$ cat src/rtl/pe_conv_sequencer.sv
// pe_conv_sequencer: drives one PE through a 2-D valid convolution and writes each psum out
module pe_conv_sequencer #(
    parameter int DATA_WIDTH = 16,
    parameter int ADDR_W     = 12,
    parameter int DIM_W      = 8,
    parameter int PE_LAT     = 3
) (
    input  logic                    clk,
    input  logic                    rst,
    input  logic                    start_i,
    input  logic [2:0]              kernel_size_i,
    input  logic [DIM_W-1:0]        ifmap_w_i,
    input  logic [DIM_W-1:0]        ifmap_h_i,
    output logic                    busy_o,
    output logic                    done_o,
    output logic                    cfg_err_o,
    output logic                    pe_en_o,
    output logic                    pe_first_o,
    output logic [ADDR_W-1:0]       ifmap_addr_o,
    output logic [ADDR_W-1:0]       fltr_addr_o,
    input  logic [2*DATA_WIDTH-1:0] psum_in_i,
    output logic                    opsum_valid_o,
    input  logic                    opsum_ready_i,
    output logic [2*DATA_WIDTH-1:0] opsum_data_o,
    output logic [ADDR_W-1:0]       opsum_addr_o
);
    localparam int LW = (PE_LAT > 1) ? $clog2(PE_LAT) : 1;
    typedef enum logic [2:0] {S_IDLE, S_ERR, S_MAC, S_DRAIN, S_WRITE, S_DONE} state_t;
    state_t state_q, state_d;
    logic [2:0] k_q, k_d, kr_q, kr_d, kc_q, kc_d;
    logic [DIM_W-1:0] w_q, w_d, ow_q, ow_d, oh_q, oh_d, r_q, r_d, c_q, c_d;
    logic [LW-1:0] lat_q, lat_d;
    logic [ADDR_W-1:0] rbase_q, rbase_d, wbase_q, wbase_d, lbase_q, lbase_d;
    logic [ADDR_W-1:0] ifmap_q, ifmap_d, fltr_q, fltr_d, oaddr_q, oaddr_d;
    logic [2*DATA_WIDTH-1:0] data_q, data_d;
    logic busy_q, busy_d, done_q, done_d, err_q, err_d, pe_en_q, pe_en_d, first_q, first_d;
    logic valid_q, valid_d;
    logic [ADDR_W-1:0] w_ext;
    logic bad_cfg;
    assign w_ext   = ADDR_W'(w_q);
    assign bad_cfg = (kernel_size_i == 3'd0) || (DIM_W'(kernel_size_i) > ifmap_w_i)
                     || (DIM_W'(kernel_size_i) > ifmap_h_i);
    assign busy_o        = busy_q;
    assign done_o        = done_q;
    assign cfg_err_o     = err_q;
    assign pe_en_o       = pe_en_q;
    assign pe_first_o    = first_q;
    assign ifmap_addr_o  = ifmap_q;
    assign fltr_addr_o   = fltr_q;
    assign opsum_valid_o = valid_q;
    assign opsum_data_o  = data_q;
    assign opsum_addr_o  = oaddr_q;

    // Next state plus next output values; ifmap addresses are walked with row/line/window bases so no multiply is needed
    always_comb begin
        state_d = state_q;
        k_d     = k_q;
        w_d     = w_q;
        ow_d    = ow_q;
        oh_d    = oh_q;
        kr_d    = kr_q;
        kc_d    = kc_q;
        r_d     = r_q;
        c_d     = c_q;
        lat_d   = lat_q;
        rbase_d = rbase_q;
        wbase_d = wbase_q;
        lbase_d = lbase_q;
        ifmap_d = ifmap_q;
        fltr_d  = fltr_q;
        oaddr_d = oaddr_q;
        data_d  = data_q;
        busy_d  = busy_q;
        valid_d = valid_q;
        done_d  = 1'b0;
        err_d   = 1'b0;
        pe_en_d = 1'b0;
        first_d = 1'b0;
        case (state_q)
            S_IDLE: if (start_i) begin
                k_d     = kernel_size_i;
                w_d     = ifmap_w_i;
                ow_d    = ifmap_w_i - DIM_W'(kernel_size_i) + DIM_W'(1);
                oh_d    = ifmap_h_i - DIM_W'(kernel_size_i) + DIM_W'(1);
                kr_d    = 3'd0;
                kc_d    = 3'd0;
                r_d     = '0;
                c_d     = '0;
                rbase_d = '0;
                wbase_d = '0;
                lbase_d = '0;
                ifmap_d = '0;
                fltr_d  = '0;
                oaddr_d = '0;
                if (bad_cfg) begin
                    state_d = S_ERR;
                    err_d   = 1'b1;
                end else begin
                    state_d = S_MAC;
                    busy_d  = 1'b1;
                    pe_en_d = 1'b1;
                    first_d = 1'b1;
                end
            end
            S_ERR: state_d = S_IDLE;
            S_MAC: if (kr_q == k_q - 3'd1 && kc_q == k_q - 3'd1) begin
                state_d = S_DRAIN;
                lat_d   = '0;
            end else begin
                pe_en_d = 1'b1;
                fltr_d  = fltr_q + ADDR_W'(1);
                if (kc_q == k_q - 3'd1) begin
                    kc_d    = 3'd0;
                    kr_d    = kr_q + 3'd1;
                    lbase_d = lbase_q + w_ext;
                    ifmap_d = lbase_q + w_ext;
                end else begin
                    kc_d    = kc_q + 3'd1;
                    ifmap_d = ifmap_q + ADDR_W'(1);
                end
            end
            S_DRAIN: if (lat_q == LW'(PE_LAT - 1)) begin
                state_d = S_WRITE;
                data_d  = psum_in_i;
                valid_d = 1'b1;
            end else begin
                lat_d = lat_q + LW'(1);
            end
            S_WRITE: if (opsum_ready_i) begin
                valid_d = 1'b0;
                if (c_q == ow_q - DIM_W'(1) && r_q == oh_q - DIM_W'(1)) begin
                    state_d = S_DONE;
                    done_d  = 1'b1;
                end else begin
                    state_d = S_MAC;
                    pe_en_d = 1'b1;
                    first_d = 1'b1;
                    kr_d    = 3'd0;
                    kc_d    = 3'd0;
                    fltr_d  = '0;
                    oaddr_d = oaddr_q + ADDR_W'(1);
                    if (c_q == ow_q - DIM_W'(1)) begin
                        c_d     = '0;
                        r_d     = r_q + DIM_W'(1);
                        rbase_d = rbase_q + w_ext;
                        wbase_d = rbase_q + w_ext;
                    end else begin
                        c_d     = c_q + DIM_W'(1);
                        wbase_d = wbase_q + ADDR_W'(1);
                    end
                    lbase_d = wbase_d;
                    ifmap_d = wbase_d;
                end
            end
            S_DONE: begin
                state_d = S_IDLE;
                busy_d  = 1'b0;
            end
            default: state_d = S_IDLE;
        endcase
    end

    // State, counters and registered outputs; reset drops everything back to idle at once
    always_ff @(posedge clk or posedge rst) begin
        if (rst) begin
            state_q <= S_IDLE;
            k_q     <= '0;
            w_q     <= '0;
            ow_q    <= '0;
            oh_q    <= '0;
            kr_q    <= '0;
            kc_q    <= '0;
            r_q     <= '0;
            c_q     <= '0;
            lat_q   <= '0;
            rbase_q <= '0;
            wbase_q <= '0;
            lbase_q <= '0;
            ifmap_q <= '0;
            fltr_q  <= '0;
            oaddr_q <= '0;
            data_q  <= '0;
            busy_q  <= 1'b0;
            done_q  <= 1'b0;
            err_q   <= 1'b0;
            pe_en_q <= 1'b0;
            first_q <= 1'b0;
            valid_q <= 1'b0;
        end else begin
            state_q <= state_d;
            k_q     <= k_d;
            w_q     <= w_d;
            ow_q    <= ow_d;
            oh_q    <= oh_d;
            kr_q    <= kr_d;
            kc_q    <= kc_d;
            r_q     <= r_d;
            c_q     <= c_d;
            lat_q   <= lat_d;
            rbase_q <= rbase_d;
            wbase_q <= wbase_d;
            lbase_q <= lbase_d;
            ifmap_q <= ifmap_d;
            fltr_q  <= fltr_d;
            oaddr_q <= oaddr_d;
            data_q  <= data_d;
            busy_q  <= busy_d;
            done_q  <= done_d;
            err_q   <= err_d;
            pe_en_q <= pe_en_d;
            first_q <= first_d;
            valid_q <= valid_d;
        end
    end
endmodule

$ cat config.mk
export PLATFORM = sky130hd
export DESIGN_NAME = pe_conv_sequencer
export DESIGN_NICKNAME = d
export VERILOG_FILES = /design/src/rtl/pe_conv_sequencer.sv
export SDC_FILE = /design/constraint.sdc
export NUM_CORES = 1
export LEC_CHECK = 0
export CAP_MARGIN = 20
export CORE_MARGIN = 3
export CORE_UTILIZATION = 51
export CTS_CLUSTER_SIZE = 12
export DETAILED_ROUTE_END_ITERATION = 12
export PLACE_DENSITY = 0.82
export SLEW_MARGIN = 30
export SYNTH_ARGS = -nofsm -noshare
export SYNTH_HDL_FRONTEND = slang
export SYNTH_SLANG_ARGS = --single-unit
$ cat constraint.sdc
create_clock -name clk -period 5.2 [get_ports clk]
set_clock_uncertainty 0.1 [all_clocks]
set_input_delay 1.04 -clock clk [delete_from_list [all_inputs] [get_ports clk]]
set_output_delay 1.04 -clock clk [all_outputs]
set_load 0.02 [all_outputs]
* Word-level counts from Yosys, hierarchy flattened
Cells that the tools add are included. W data, S select, Z words.
Word-level totals: register bits after elaboration 164, bits in latches 0, memory bits (writable) 0, ROM bits 0, output and inout port bits 74, logic and storage cells 152, memories 0
Cells by class: add/subtract/negate cells 18, multipliers 0, divide/modulo/power cells 0, magnitude comparators 2, equal/unequal tests 19, shift-type cells 0, multiplexer cells 69, bitwise logic cells 0, reduce and logical (&&, ||, !) cells 21
Operators by type and width (number):
- $mux W12 | 16
- $pmux W12 S3 | 3
- $pmux W12 S2 | 3
- $mux W8 | 7
- $add A12 B1 Y12 const B | 4
- $mux W3 | 12
- $add A8 B1 Y8 const B | 4
- $pmux W8 S2 | 2
- $add A12 B8 Y12 | 2
- $ne A2 B2 Y1 const B | 10
- $pmux W3 S3 | 2
- $eq A8 B8 Y1 | 2
- $gt A3 B8 Y1 | 2
- $sub A8 B1 Y8 const B | 2
- $sub A8 B3 Y8 | 2
- $mux W1 | 15
- $pmux W3 S4 | 1
- $reduce_and A5 Y1 | 2
- $reduce_and A3 Y1 | 3
- $reduce_and A4 Y1 | 2
- $reduce_bool A2 Y1 | 4
- $add A3 B1 Y3 const B | 2
- $eq A3 B2 Y1 const B | 2
- $eq A3 B3 Y1 | 2
- 14 further kinds | 23

* Logic depth before layout (Yosys ltp)
depth in word-level cells 6, gate-level depth with buffers 13, gate-level depth less buffers 13

* Worst setup path before layout
No wires, ideal clock.
path type in2reg, from in ifmap_w_i[1], to reg ow_q[7], library setup time 0.135 ns, data arrival time 2.647 ns, required time 4.965 ns, path slack 2.318 ns, stages on the path 13, path buffers 0, cell sequence inv_1 > ha_1 > inv_1 > ha_1 > inv_1 > fa_1 > inv_1 > a21o_1 > a21oi_1 > o21bai_1 > a21oi_1 > xnor2_1 > o21ai_0
On the way: cells in the longest elaborated chain, start to end 2
RTL lines:
- from (decl) | RTL line 12 | input logic [DIM_W-1:0] ifmap_w_i,
- $sub A8 B3 Y8 | RTL line 83 | ow_d = ifmap_w_i - DIM_W'(kernel_size_i) + DIM_W'(1);
- $add A8 B1 Y8 | RTL line 83
- to (signal assigned) | RTL line 193 | ow_q <= ow_d;
- to (decl) | RTL line 31 | logic [DIM_W-1:0] w_q, w_d, ow_q, ow_d, oh_q, oh_d, r_q, r_d, c_q, c_d;
No other way between the ends. A chain may end at the register's enable or synchronous reset.

* Worst setup path in the final report
from reg ow_q[0], to reg fltr_q[10], in the netlist fltr_addr_o[10]
On the way: cells in the longest elaborated chain, start to end 5
RTL lines:
- $sub A8 B1 Y8 | RTL line 131 | if (c_q == ow_q - DIM_W'(1) && r_q == oh_q - DIM_W'(1)) begin
- $eq A8 B8 Y1 | RTL line 131
- $logic_and A1 B1 Y1 | RTL line 131
- $ne A2 B2 Y1 (no line)
- $reduce_and A5 Y1 (no line)
- to (signal assigned) | RTL line 204 | fltr_q <= fltr_d;
- to (decl) | RTL line 34 | logic [ADDR_W-1:0] ifmap_q, ifmap_d, fltr_q, fltr_d, oaddr_q, oaddr_d;
No other way between the ends.

==> out/results.ini <==
[clocking]
cts_tree=done
postCtsResizedCells=0
cts_max_path_buffers=2
postCtsSetupRepairBufs=0
cts.htree.levels=4
numClockSinks=164
ctsHoldBuffers=0
clkLatencyLatePin_ns=0.44
clock_tree.root_cell=sky130_fd_sc_hd__clkbuf_16
clk_pin_slew_ns=0.07
cts_inserted_buffers=17

[logic_synthesis]
synth_edf_count=0
synth-adder-area-share=0.0810
synth.ff_latch_count=164
syn-instance-count=1066
synthSimpleGateAreaFrac=0.178
synth.lib_cells_used.distinct=65
avgSynthCellArea_sq_um=9.21
yosysTopAreaCellShare=0.418
netlist_top_cells_area=sky130_fd_sc_hd__dfrtp_1 42%, sky130_fd_sc_hd__ha_1 6.9%, sky130_fd_sc_hd__nand2_1 5.4%
most_instantiated_library_cell_after_synthesis=sky130_fd_sc_hd__dfrtp_1
synth_compound_area_frac=0.172
ranking_of_synthesized_cells_by_instance_count=164 x sky130_fd_sc_hd__dfrtp_1, 142 x sky130_fd_sc_hd__nand2_1, 102 x sky130_fd_sc_hd__o21ai_0
synthesis.nets=1181
syn-cell-area_sq_um=9820
yosys.area_share.xor_xnor=0.0687
ys_dominant_reg_cell=sky130_fd_sc_hd__dfrtp_1
postSynth.asyncResetShare=1.00
synth.yosys.warnings=0
ys_seq_area_frac=0.418
netlist.top_cell.by_area=sky130_fd_sc_hd__dfrtp_1
largest_family_of_logic_cells_by_synthesized_area=simple AND/OR/NAND/NOR gates
synth_mux_area_frac=0.0443

[timing]
fin_tns_setup_ns=0
report.final.slew_viol_count=0
finalWorstPathRequiredPeriod_ns=3.55
worst_slack_ns=1.65
finalSetupViolCount=0
maxClockFrequency_ghz=0.282
post-route-period-util=0.683
timing_worst_slew_pin_value_ns=0.825
finalHoldViolations=0
relative_max_transition_margin=0.449
grt_setup_unrepaired=false

[min_path]
holdPathEnd=opsum_addr_o[11]
hp-class=reg2reg
worstHoldPathCells=1
hold_path_startpoint=opsum_addr_o[11]

[final_layout]
fin_util=0.639
antenna_cells_inserted=0
final_cell_count_no_fill=1461
fillers=1551
nNetsFinal=1303
area.growth.synth_to_final_pct=22.4
post_route_cells_drive_above_1_share=0.0849

[critical_path]
setup.worst_path.start_class=register
worstSetupPathType=reg2reg
critical_path.max_stage_delay_ns=0.55
cp_max_fo=21
ff2ff_setup_slack_ns=1.65
worst-endpoint-required_ns=5.48
critical_path.slowest_cell=sky130_fd_sc_hd__and4_1
r2r-start=ow_q[0]
regToRegEndpoint=fltr_addr_o[10]
r2r_cells=11
critical_path.endpoint_type=register
crit_start=ow_q[0]
timing.critical_path.arrival_ns=3.83
cp_cell_sequence=inv_1 > ha_1 > o21bai_1 > a211oi_1 > a211oi_2 > o22ai_1 > and4_1 > nor2_1 > buf_4 > or4_1 > nand2_1

[detailed_routing]
drt_wl_total_um=24700
drc=0
wl_per_cell_um=16.9
detail_route.first_pass.iterations=5
routed-via-count=8513
detail_route.iter0.violations=701
via_per_inst=5.83
post_detailed_route_count_of_antenna_violating_nets=0

[run_status]
run_status=finished, final reports clean

[placed_design]
final_weighted_congestion_of_routability_driven_global_placement=0.931
detailedPlace.worstSlack_ns=1.52
numPortBuffers=128
post-dp-hpwl_um=17700
numPlacedInstances=1428

[floorplanning]
chipWidth_um=145
initial_core_util=0.522
die-height_um=145
ios=129
design.die.area_sq_um=21000
core_area_sq_um=18800
floorplan.rows=50

[grt]
grt_pass1_wl_um=40700
groute.usage.overall=0.242
pin_count_of_the_biggest_net_entering_global_routing=165
globalRouteOverflowTotal=0
antenna_found_initial=0
first_global_vias=8278

[run]
maxcap_violations=0

[pwr]
worst_ir_drop_vdd_mv=0.396
total_power_mw=6.12
p_per_area_nw_per_um2=509
leakagePower_nw=5.24

[registers in the layout, summed over array words and instances (netlist names), 12 cells and up]
name and flops:
opsum_data_o 32, fltr_addr_o 12, ifmap_addr_o 12, lbase_q 12
opsum_addr_o 12, rbase_q 12, wbase_q 12
[critical path: cells and delay by family, from the launching register on]
family / cells / cell delay, ns
compound gates: 4 / 1.03
flops: 1 / 0.46
simple gates: 4 / 1.23
buf+inv: 2 / 0.36
fa+ha+maj: 1 / 0.29
[layer usage]
layer / track usage / share of wire / vias up
met5: 0 / 0 / -
met4: 0.0859 / 0.029 / 0
met3: 0.0506 / 0.060 / 49
met2: 0.390 / 0.48 / 305
met1: 0.326 / 0.43 / 4111
li1: - / - / 4048
[per-stage QoR]
stage	cell area, sq um	hold slack, ns
floorplan	9820	0.353
global placement	11400	0.360
detailed placement	11400	0.376
CTS	12000	0.385
global route	12000	0.415
finish	12000	0.377
[logic make-up after synthesis]
kind of cell	Yosys count
AOI/OAI and AO/OA	264
xor gates and xnor gates	77
adders and majority gates	60
buffers and inverters	94
DFF	164
muxes	39
and+or+nand+nor	368
[worst max-delay path by stage]
stage                                 end  slack, ns  depth (start not counted)
final                     fltr_addr_o[10]       1.65                         11
after global routing           rbase_q[9]       1.43                         11
after CTS                      wbase_q[2]       1.65                          9
after detailed placement          ow_q[7]       1.52                         13
after global placement            ow_q[7]       1.61                         13
after floorplan                    busy_o       1.98                          1
[layout by cell type (no fill, tap or decap), types with 36 or more instances in the layout]
cell	count
sky130_fd_sc_hd__dfrtp_1	164
sky130_fd_sc_hd__nand2_1	142
sky130_fd_sc_hd__o21ai_0	102
sky130_fd_sc_hd__mux2_2	36
sky130_fd_sc_hd__xor2_1	36
sky130_fd_sc_hd__xnor2_1	41
sky130_fd_sc_hd__inv_1	49
sky130_fd_sc_hd__ha_1	54
sky130_fd_sc_hd__nor2_1	78
sky130_fd_sc_hd__clkdlybuf4s50_1	128
sky130_fd_sc_hd__a21oi_1	39
[cell type report]
cell class              instances  area [sq um]  share of cell area
clock buffers                  18           439              0.0365
clock inverters                14           154              0.0128
inverters                      50           191              0.0159
multi-input cells             808          5350               0.445
flip-flops and latches        164          4100               0.341
well taps                     260           325              0.0271
repair buffers                147          1460               0.121
[report_power, final]
group          total [mW]  leakage [nW]  internal [mW]  switching [mW]
combinational        2.88          2.83           1.21            1.66
clock                1.28         0.283          0.725           0.554
sequential           1.96          2.13           1.63           0.337
total                6.12          5.24           3.57            2.55
Power figures use the tool's default switching activity.
